==> src/rtl/modbus_frame_check_module_pkg.sv <==
// Shared definitions for the Modbus 7-byte frame checker: CRC constants,
// FSM state encoding, error-code bit positions and frame byte indices.
package modbus_pkg;

  // CRC-16/Modbus parameters (reflected form, LSB-first shifting)
  localparam logic [15:0] CRC_INIT = 16'hFFFF;
  localparam logic [15:0] CRC_POLY = 16'hA001;

  // Number of payload bits fed through the CRC (bytes 0..4), last index
  localparam logic [5:0] CRC_LAST_BIT = 6'd39;

  // Checker FSM states
  typedef enum logic [2:0] {
    ST_IDLE   = 3'd0,
    ST_WAIT   = 3'd1,
    ST_CRC    = 3'd2,
    ST_CHECK  = 3'd3,
    ST_REPORT = 3'd4
  } state_t;

  // Err_Code bit positions
  localparam int ERR_CRC_BIT  = 0;
  localparam int ERR_ADDR_BIT = 1;

  // Byte positions inside the 56-bit frame (byte0 sits in [55:48])
  localparam int BYTE_ADDR   = 0;
  localparam int BYTE_FUNC   = 1;
  localparam int BYTE_PL0    = 2;
  localparam int BYTE_CRC_LO = 5;
  localparam int BYTE_CRC_HI = 6;

  // Extract byte 'idx' of a frame, byte0 being the most significant
  function automatic logic [7:0] frame_byte(input logic [55:0] frame, input int idx);
    frame_byte = frame[(6 - idx) * 8 +: 8];
  endfunction

  // One bit-serial CRC-16/Modbus step
  function automatic logic [15:0] crc16_step(input logic [15:0] crc, input logic d);
    logic fb;
    fb = crc[0] ^ d;
    crc16_step = fb ? ((crc >> 1) ^ CRC_POLY) : (crc >> 1);
  endfunction

endpackage

==> src/rtl/modbus_frame_check_module_crc16.sv <==
// Bit-serial CRC-16/Modbus register: cleared to the init value, then
// advanced by one data bit per valid cycle.
module crc16_serial_module
  import modbus_pkg::*;
(
  input  logic        CLK,
  input  logic        RST,
  input  logic        i_clear,
  input  logic        i_bit_vld,
  input  logic        i_bit,
  output logic [15:0] o_crc
);

  logic [15:0] r_crc;

  // CRC register: reset/clear to init, shift one bit when valid
  always_ff @(posedge CLK) begin
    if (RST) begin
      r_crc <= CRC_INIT;
    end else if (i_clear) begin
      r_crc <= CRC_INIT;
    end else if (i_bit_vld) begin
      r_crc <= crc16_step(r_crc, i_bit);
    end else begin
      r_crc <= r_crc;
    end
  end

  assign o_crc = r_crc;

endmodule

==> src/rtl/modbus_frame_check_module.sv <==
// Modbus 7-byte frame checker: latches a frame from the UART receiver,
// runs CRC-16/Modbus over bytes 0..4 one bit per cycle, checks the CRC
// and the slave address, then reports the result for one cycle.
module modbus_frame_check_module
  import modbus_pkg::*;
#(
  parameter logic [7:0] SLAVE_ADDR = 8'h01
) (
  input  logic        CLK,
  input  logic        RST,
  input  logic        RX_Done_Sig,
  input  logic [55:0] RX_Data,
  output logic        RX_En_Sig,
  output logic        Busy_Sig,
  output logic        Done_Sig,
  output logic        Frame_OK,
  output logic [1:0]  Err_Code,
  output logic [7:0]  Func_Code,
  output logic [23:0] Payload,
  output logic [7:0]  Err_Cnt
);

  state_t      r_state;
  state_t      w_next_state;
  logic [55:0] r_frame;
  logic [5:0]  r_bit_cnt;
  logic        r_crc_ok;
  logic        r_addr_ok;

  logic        w_clear;
  logic        w_bit_vld;
  logic        w_bit;
  logic [5:0]  w_bit_idx;
  logic [15:0] w_crc;
  logic [1:0]  w_err_code;
  logic [7:0]  w_addr_byte;

  logic        r_rx_en;
  logic        r_busy;
  logic        r_done;
  logic        r_frame_ok;
  logic [1:0]  r_err_code;
  logic [7:0]  r_func_code;
  logic [23:0] r_payload;
  logic [7:0]  r_err_cnt;

  // Byte b, bit k of the frame lives at index (6-b)*8 + k
  assign w_bit_idx   = {3'd6 - r_bit_cnt[5:3], r_bit_cnt[2:0]};
  assign w_bit       = r_frame[w_bit_idx];
  assign w_addr_byte = frame_byte(r_frame, BYTE_ADDR);

  crc16_serial_module u_crc (
    .CLK       (CLK),
    .RST       (RST),
    .i_clear   (w_clear),
    .i_bit_vld (w_bit_vld),
    .i_bit     (w_bit),
    .o_crc     (w_crc)
  );

  // State register
  always_ff @(posedge CLK) begin
    if (RST) begin
      r_state <= ST_IDLE;
    end else begin
      r_state <= w_next_state;
    end
  end

  // Next-state logic and CRC engine control
  always_comb begin
    w_next_state = r_state;
    w_clear      = 1'b0;
    w_bit_vld    = 1'b0;
    case (r_state)
      ST_IDLE: begin
        w_next_state = ST_WAIT;
      end
      ST_WAIT: begin
        if (RX_Done_Sig) begin
          w_next_state = ST_CRC;
          w_clear      = 1'b1;
        end else begin
          w_next_state = ST_WAIT;
        end
      end
      ST_CRC: begin
        w_bit_vld = 1'b1;
        if (r_bit_cnt == CRC_LAST_BIT) begin
          w_next_state = ST_CHECK;
        end else begin
          w_next_state = ST_CRC;
        end
      end
      ST_CHECK: begin
        w_next_state = ST_REPORT;
      end
      ST_REPORT: begin
        w_next_state = ST_WAIT;
      end
      default: begin
        w_next_state = ST_IDLE;
      end
    endcase
  end

  // Frame latch and non-wrapping bit counter
  always_ff @(posedge CLK) begin
    if (RST) begin
      r_frame   <= 56'd0;
      r_bit_cnt <= 6'd0;
    end else if (r_state == ST_WAIT && RX_Done_Sig) begin
      r_frame   <= RX_Data;
      r_bit_cnt <= 6'd0;
    end else if (r_state == ST_CRC && r_bit_cnt != CRC_LAST_BIT) begin
      r_bit_cnt <= r_bit_cnt + 6'd1;
    end else begin
      r_bit_cnt <= r_bit_cnt;
    end
  end

  // CRC and address verdicts captured during CHECK
  always_ff @(posedge CLK) begin
    if (RST) begin
      r_crc_ok  <= 1'b0;
      r_addr_ok <= 1'b0;
    end else if (r_state == ST_CHECK) begin
      r_crc_ok  <= (w_crc == {frame_byte(r_frame, BYTE_CRC_HI),
                              frame_byte(r_frame, BYTE_CRC_LO)});
      r_addr_ok <= (w_addr_byte == SLAVE_ADDR) || (w_addr_byte == 8'h00);
    end else begin
      r_crc_ok  <= r_crc_ok;
      r_addr_ok <= r_addr_ok;
    end
  end

  // Error code assembled from the stored verdicts
  always_comb begin
    w_err_code               = 2'b00;
    w_err_code[ERR_CRC_BIT]  = ~r_crc_ok;
    w_err_code[ERR_ADDR_BIT] = ~r_addr_ok;
  end

  // Registered outputs: enables follow the next state, results load in REPORT
  always_ff @(posedge CLK) begin
    if (RST) begin
      r_rx_en     <= 1'b0;
      r_busy      <= 1'b0;
      r_done      <= 1'b0;
      r_frame_ok  <= 1'b0;
      r_err_code  <= 2'b00;
      r_func_code <= 8'h00;
      r_payload   <= 24'h000000;
      r_err_cnt   <= 8'h00;
    end else begin
      r_rx_en <= (w_next_state == ST_WAIT);
      r_busy  <= (w_next_state == ST_CRC) || (w_next_state == ST_CHECK) ||
                 (w_next_state == ST_REPORT);
      r_done  <= (r_state == ST_REPORT);
      if (r_state == ST_REPORT) begin
        r_frame_ok <= r_crc_ok & r_addr_ok;
        r_err_code <= w_err_code;
        if (r_crc_ok && r_addr_ok) begin
          r_func_code <= frame_byte(r_frame, BYTE_FUNC);
          r_payload   <= {frame_byte(r_frame, BYTE_PL0),
                          frame_byte(r_frame, BYTE_PL0 + 1),
                          frame_byte(r_frame, BYTE_PL0 + 2)};
          r_err_cnt   <= r_err_cnt;
        end else begin
          r_func_code <= r_func_code;
          r_payload   <= r_payload;
          r_err_cnt   <= (r_err_cnt == 8'hFF) ? 8'hFF : r_err_cnt + 8'd1;
        end
      end else begin
        r_frame_ok  <= r_frame_ok;
        r_err_code  <= r_err_code;
        r_func_code <= r_func_code;
        r_payload   <= r_payload;
        r_err_cnt   <= r_err_cnt;
      end
    end
  end

  assign RX_En_Sig = r_rx_en;
  assign Busy_Sig  = r_busy;
  assign Done_Sig  = r_done;
  assign Frame_OK  = r_frame_ok;
  assign Err_Code  = r_err_code;
  assign Func_Code = r_func_code;
  assign Payload   = r_payload;
  assign Err_Cnt   = r_err_cnt;

endmodule

==> config.mk <==
export PLATFORM = sky130hd
export DESIGN_NAME = modbus_frame_check_module
export DESIGN_NICKNAME = d
export VERILOG_FILES = /design/src/rtl/modbus_frame_check_module_pkg.sv /design/src/rtl/modbus_frame_check_module_crc16.sv /design/src/rtl/modbus_frame_check_module.sv
export SDC_FILE = /design/constraint.sdc
export NUM_CORES = 1
export LEC_CHECK = 0
export BUFFER_PORTS_ARGS = -buffer_cell sky130_fd_sc_hd__buf_2
export CAP_MARGIN = 20
export CORE_ASPECT_RATIO = 1.5
export CORE_MARGIN = 2
export CORE_UTILIZATION = 49
export DETAILED_ROUTE_END_ITERATION = 16
export PLACE_DENSITY = 0.78
export SLEW_MARGIN = 20
export SYNTH_ARGS = -nofsm -noshare
export SYNTH_HDL_FRONTEND = slang
export SYNTH_HIERARCHICAL = 1
export SYNTH_SLANG_ARGS = --single-unit
==> constraint.sdc <==
create_clock -name CLK -period 2.1 [get_ports CLK]
set_input_delay 0.105 -clock CLK [delete_from_list [all_inputs] [get_ports CLK]]
set_output_delay 0.105 -clock CLK [all_outputs]
set_load 0.02 [all_outputs]
==> summary.md <==
| Metric | Value |
|---|---|
| Largest net degree at the start of global routing | 60 |
| Fin. Hold Viols | 0 |
| Clock Pin Slew Worst Setup and Hold Paths | about 0.06 ns |
| Fin crit period | around 2.4 ns |
| Critical path endpoint category | flip-flop |
| Power Internal | 4.722 mW |
| Setup TNS | -0.7300 ns |
| Status | finished with violations |
| Asr flop ratio synth | 0% |
| Synthesized area | 0.005349 mm2 |
| Final worst-path cycle share | 113.4% |
| Max_cap viols | 0 |
| Initial Util | between 50% and 60% |
| Critical Path Start Type | flip-flop |
| Hold crit path type | input port to flip-flop |
| Synth top area cells | dfxtp_1 (48%), nand2_1 (14%), a21oi_1 (9.1%) |
| Commonest non-fill, non-tap cell in the layout | nand2_1 |
| Std-Cell Rows | 46 |
| FF+latch count, synth | between 100 and 150 |
| Clock sinks | 129 |
| Final #Nets | roughly 870 |
| Pleak | 2.970 nW |
| Dpl hpwl | approximately 9600 um |
| Setup ws final | -0.2804 ns |
| Cell area after layout | 0.007448 mm2 |
| Post-Synthesis Cells | 620 |
| Crit Path Category | flip-flop to flip-flop |
| CP arrival | about 2.7 ns |
| Cell Pwr Density | 820.6 mW/mm2 |
| Failing checks | negative setup slack |
| Routed WL | roughly 15000 um |
| Dpl ws | -0.3033 ns |
| Hold path start | RST |
| Mapped Nets | between 600 and 700 |
| Cell taking the most area after synthesis | dfxtp_1 |
| Placer Congestion | about 0.9 |
| Critical Path RT | around 2.4 ns |
| Slew HR | roughly 60% |
| Ports | 105 |
| Initial antenna violation count | 0 |
| Final setup viols | 3 |
| CTS max path bufs | 2 |
| Total gr overflow | 0 |
| DRC violations left | 0 |
| Die H | approximately 130 um |
| Share of Yosys cell area claimed by the top area cell type | between 40% and 50% |
| Critical path's largest stage delay | 0.49 ns |
| Final core utilization | between 70% and 80% |
| Commonest cells after routing, fill and taps aside | nand2_1 (198), dfxtp_1 (128), buf_2 (103) |
| Yosys Warn Count | 6 |
| Area after DPL | a little over 0.006 mm2 |
| Share of cells above drive strength 1 | between 20% and 30% |
| VDD IR-drop max | 0.6290 mV |
| CTS H-Tree Depth | 4 |
| Critical Path Slowest Stage Cell | mux4_2 |
| Worst Setup SP | r_bit_cnt[1] |
| Die width | ~90 um |
| First-pass GRT wire length | between 20000 and 25000 um |
| Clock share of power | 49.9% |
| Clock Skew | ~0.0084 ns |
| Area grow syn2layout | 39.25% |
| Critical Path, Cell by Cell | buf_6, mux4_2, mux2_4, and3_4, o21ai_2, nand4_1, xnor2_2, xnor2_1, a21o_1 |
| Drt wl/cell | between 15 and 20 um |
| Reg power frac | 42.1% |
| First drt pass iteration count | 5 |
| Library cells used by synthesis | 44 |
| Sequential element share of the synthesized area | approximately 48% |
| Clk root buf | clkbuf_16 |
| DIE AREA | 0.01178 mm2 |
| Pins over their slew limit | 0 |
| Clock tree from TritonCTS | done |
| Vias | 5094 |
| EDFF count, synth | 0 |
| Drt via density | between 5 and 6 |
| ANT cells | 0 |
| Switching power | between 1 and 1.5 mW |
| Port bufs | 104 |
| Clock Latency Late Sink | 0.42 ns |
| CTS Buf Count | 17 |
| Post-synth top flop | dfxtp_1 |
| Reg2reg start | r_bit_cnt[1] |
| Least-Margin Pin Slew | 0.5953 ns |
| Sw Share | between 20% and 30% |
| Filler cell count | slightly below 800 |
| Overall routing resource usage | around a quarter |
| Antenna-violating nets left | 0 |
| RSZ-0062 raised after global routing | true |
| Initial DRC Count | between 300 and 400 |
| Logic pwr share | 8.0% |
| Crit path max fanout | 3 |
| Vias in the first global route | around 5.1k |
| Min Hold Slack | ~0.037 ns |
| Post-Syn Area per Cell | 8.627 um2 |
| Fmax achieved | roughly 0.42 GHz |
| Core area | between 0.01 and 0.015 mm2 |
==> what timing repair did <==
action                                  in CTS  in global routing
setup buffers                                4                  0
hold buffers                                56                  0
hold endpoints to repair                    56                  0
resized for setup                            7                  7
endpoints found under the setup margin       3                  3
pin swaps                                    6                  2
==> critical path: cells and delay by family (launching register included) <==
family / cells / cell delay (ns)
multiplexers: 2 / 0.78
AND/OR/NAND/NOR: 2 / 0.39
flip-flops: 1 / 0.36
XOR/XNOR: 2 / 0.35
AO/OA/AOI/OAI: 2 / 0.27
buffers and inverters: 1 / 0.11
==> routing by layer <==
| metal | GRT usage (%) | vias up | part of all wire [%] |
|---|---|---|---|
| met5 | 0 | - | 0 |
| met4 | 15.42 | 0 | 5.6 |
| met3 | 7.451 | 67 | 3.9 |
| met2 | 45.51 | 178 | 54 |
| met1 | 26.66 | 2399 | 36 |
| li1 | - | 2450 | - |
==> power groups by stage <==
| stage | registers [mW] | logic, mW | clock network, mW |
|---|---|---|---|
| after global placement | 2.62 | 0.375 | 0 |
| after CTS | 2.57 | 0.477 | 3.08 |
| after detailed placement | 2.62 | 0.384 | 0 |
| after global routing | 2.58 | 0.528 | 3.20 |
| after floorplan | 2.61 | 0.235 | 0 |
| final | 2.57 | 0.486 | 3.05 |
==> flip-flops by register name, indices dropped and copies added (netlist names) <==
| register | flops |
|---|---|
| Busy_Sig | 1 |
| Done_Sig | 1 |
| Err_Cnt | 8 |
| Err_Code | 2 |
| Frame_OK | 1 |
| Func_Code | 8 |
| Payload | 24 |
| RX_En_Sig | 1 |
| r_addr_ok | 1 |
| r_bit_cnt | 6 |
| r_crc_ok | 1 |
| r_frame | 56 |
| r_state | 3 |
| u_crc/o_crc | 16 |
==> final timing paths <==
path                            slack, ns  cells past startpoint         endpoint
worst min-delay path                 0.04                      2         Busy_Sig
worst max register to register      -0.28                      9  u_crc/o_crc[13]
worst max-delay path                -0.28                      9  u_crc/o_crc[13]
worst min register to register       0.46                      2      Payload[12]
==> final cells by class <==
type | instances | area, um2 | area share [%]
clock buffers | 20 | 466.7 | 6.266
repair buffers | 205 | 1445 | 19.40
well taps | 144 | 180.2 | 2.419
flip-flops and latches | 129 | 2586 | 34.72
clock inverters | 12 | 156.4 | 2.100
inverters | 5 | 18.77 | 0.2520
multi-input cells | 446 | 2595 | 34.84
==> per-stage QoR <==
step           instances  power [mW]
2_1_floorplan        620       2.848
3_3_place_gp         869       2.994
3_5_place_dp         869       3.008
4_1_cts              961       6.132
5_1_grt              961       6.308
6_report             961       6.112
==> Yosys cell counts, drive strengths merged, types with 2 or more instances <==
master / n
nand2: 198
nand4b: 2
mux4: 15
clkbuf: 27
a21oi: 98
nor3: 4
nand2b: 2
nand4: 10
mux2i: 20
nor2: 29
xnor2: 22
nor4: 3
a211oi: 2
o21ai: 6
mux2: 2
dfxtp: 129
buf: 13
nand3: 7
xor2: 5
and3: 4
nor3b: 3
inv: 4
ha: 4
==> cells by family (layout without fill, tap and decap cells) <==
kind of cell	count (synthesis)	count (layout)	share of synthesized area, %
simple gates	268	268	20.91
flops	129	129	48.28
compound gates	110	110	10.85
buf+inv	45	242	3.766
mux	37	37	10.83
xor+xnor	27	27	4.421
fa+ha+maj	4	4	0.9357
Power figures use the tool's default switching activity.
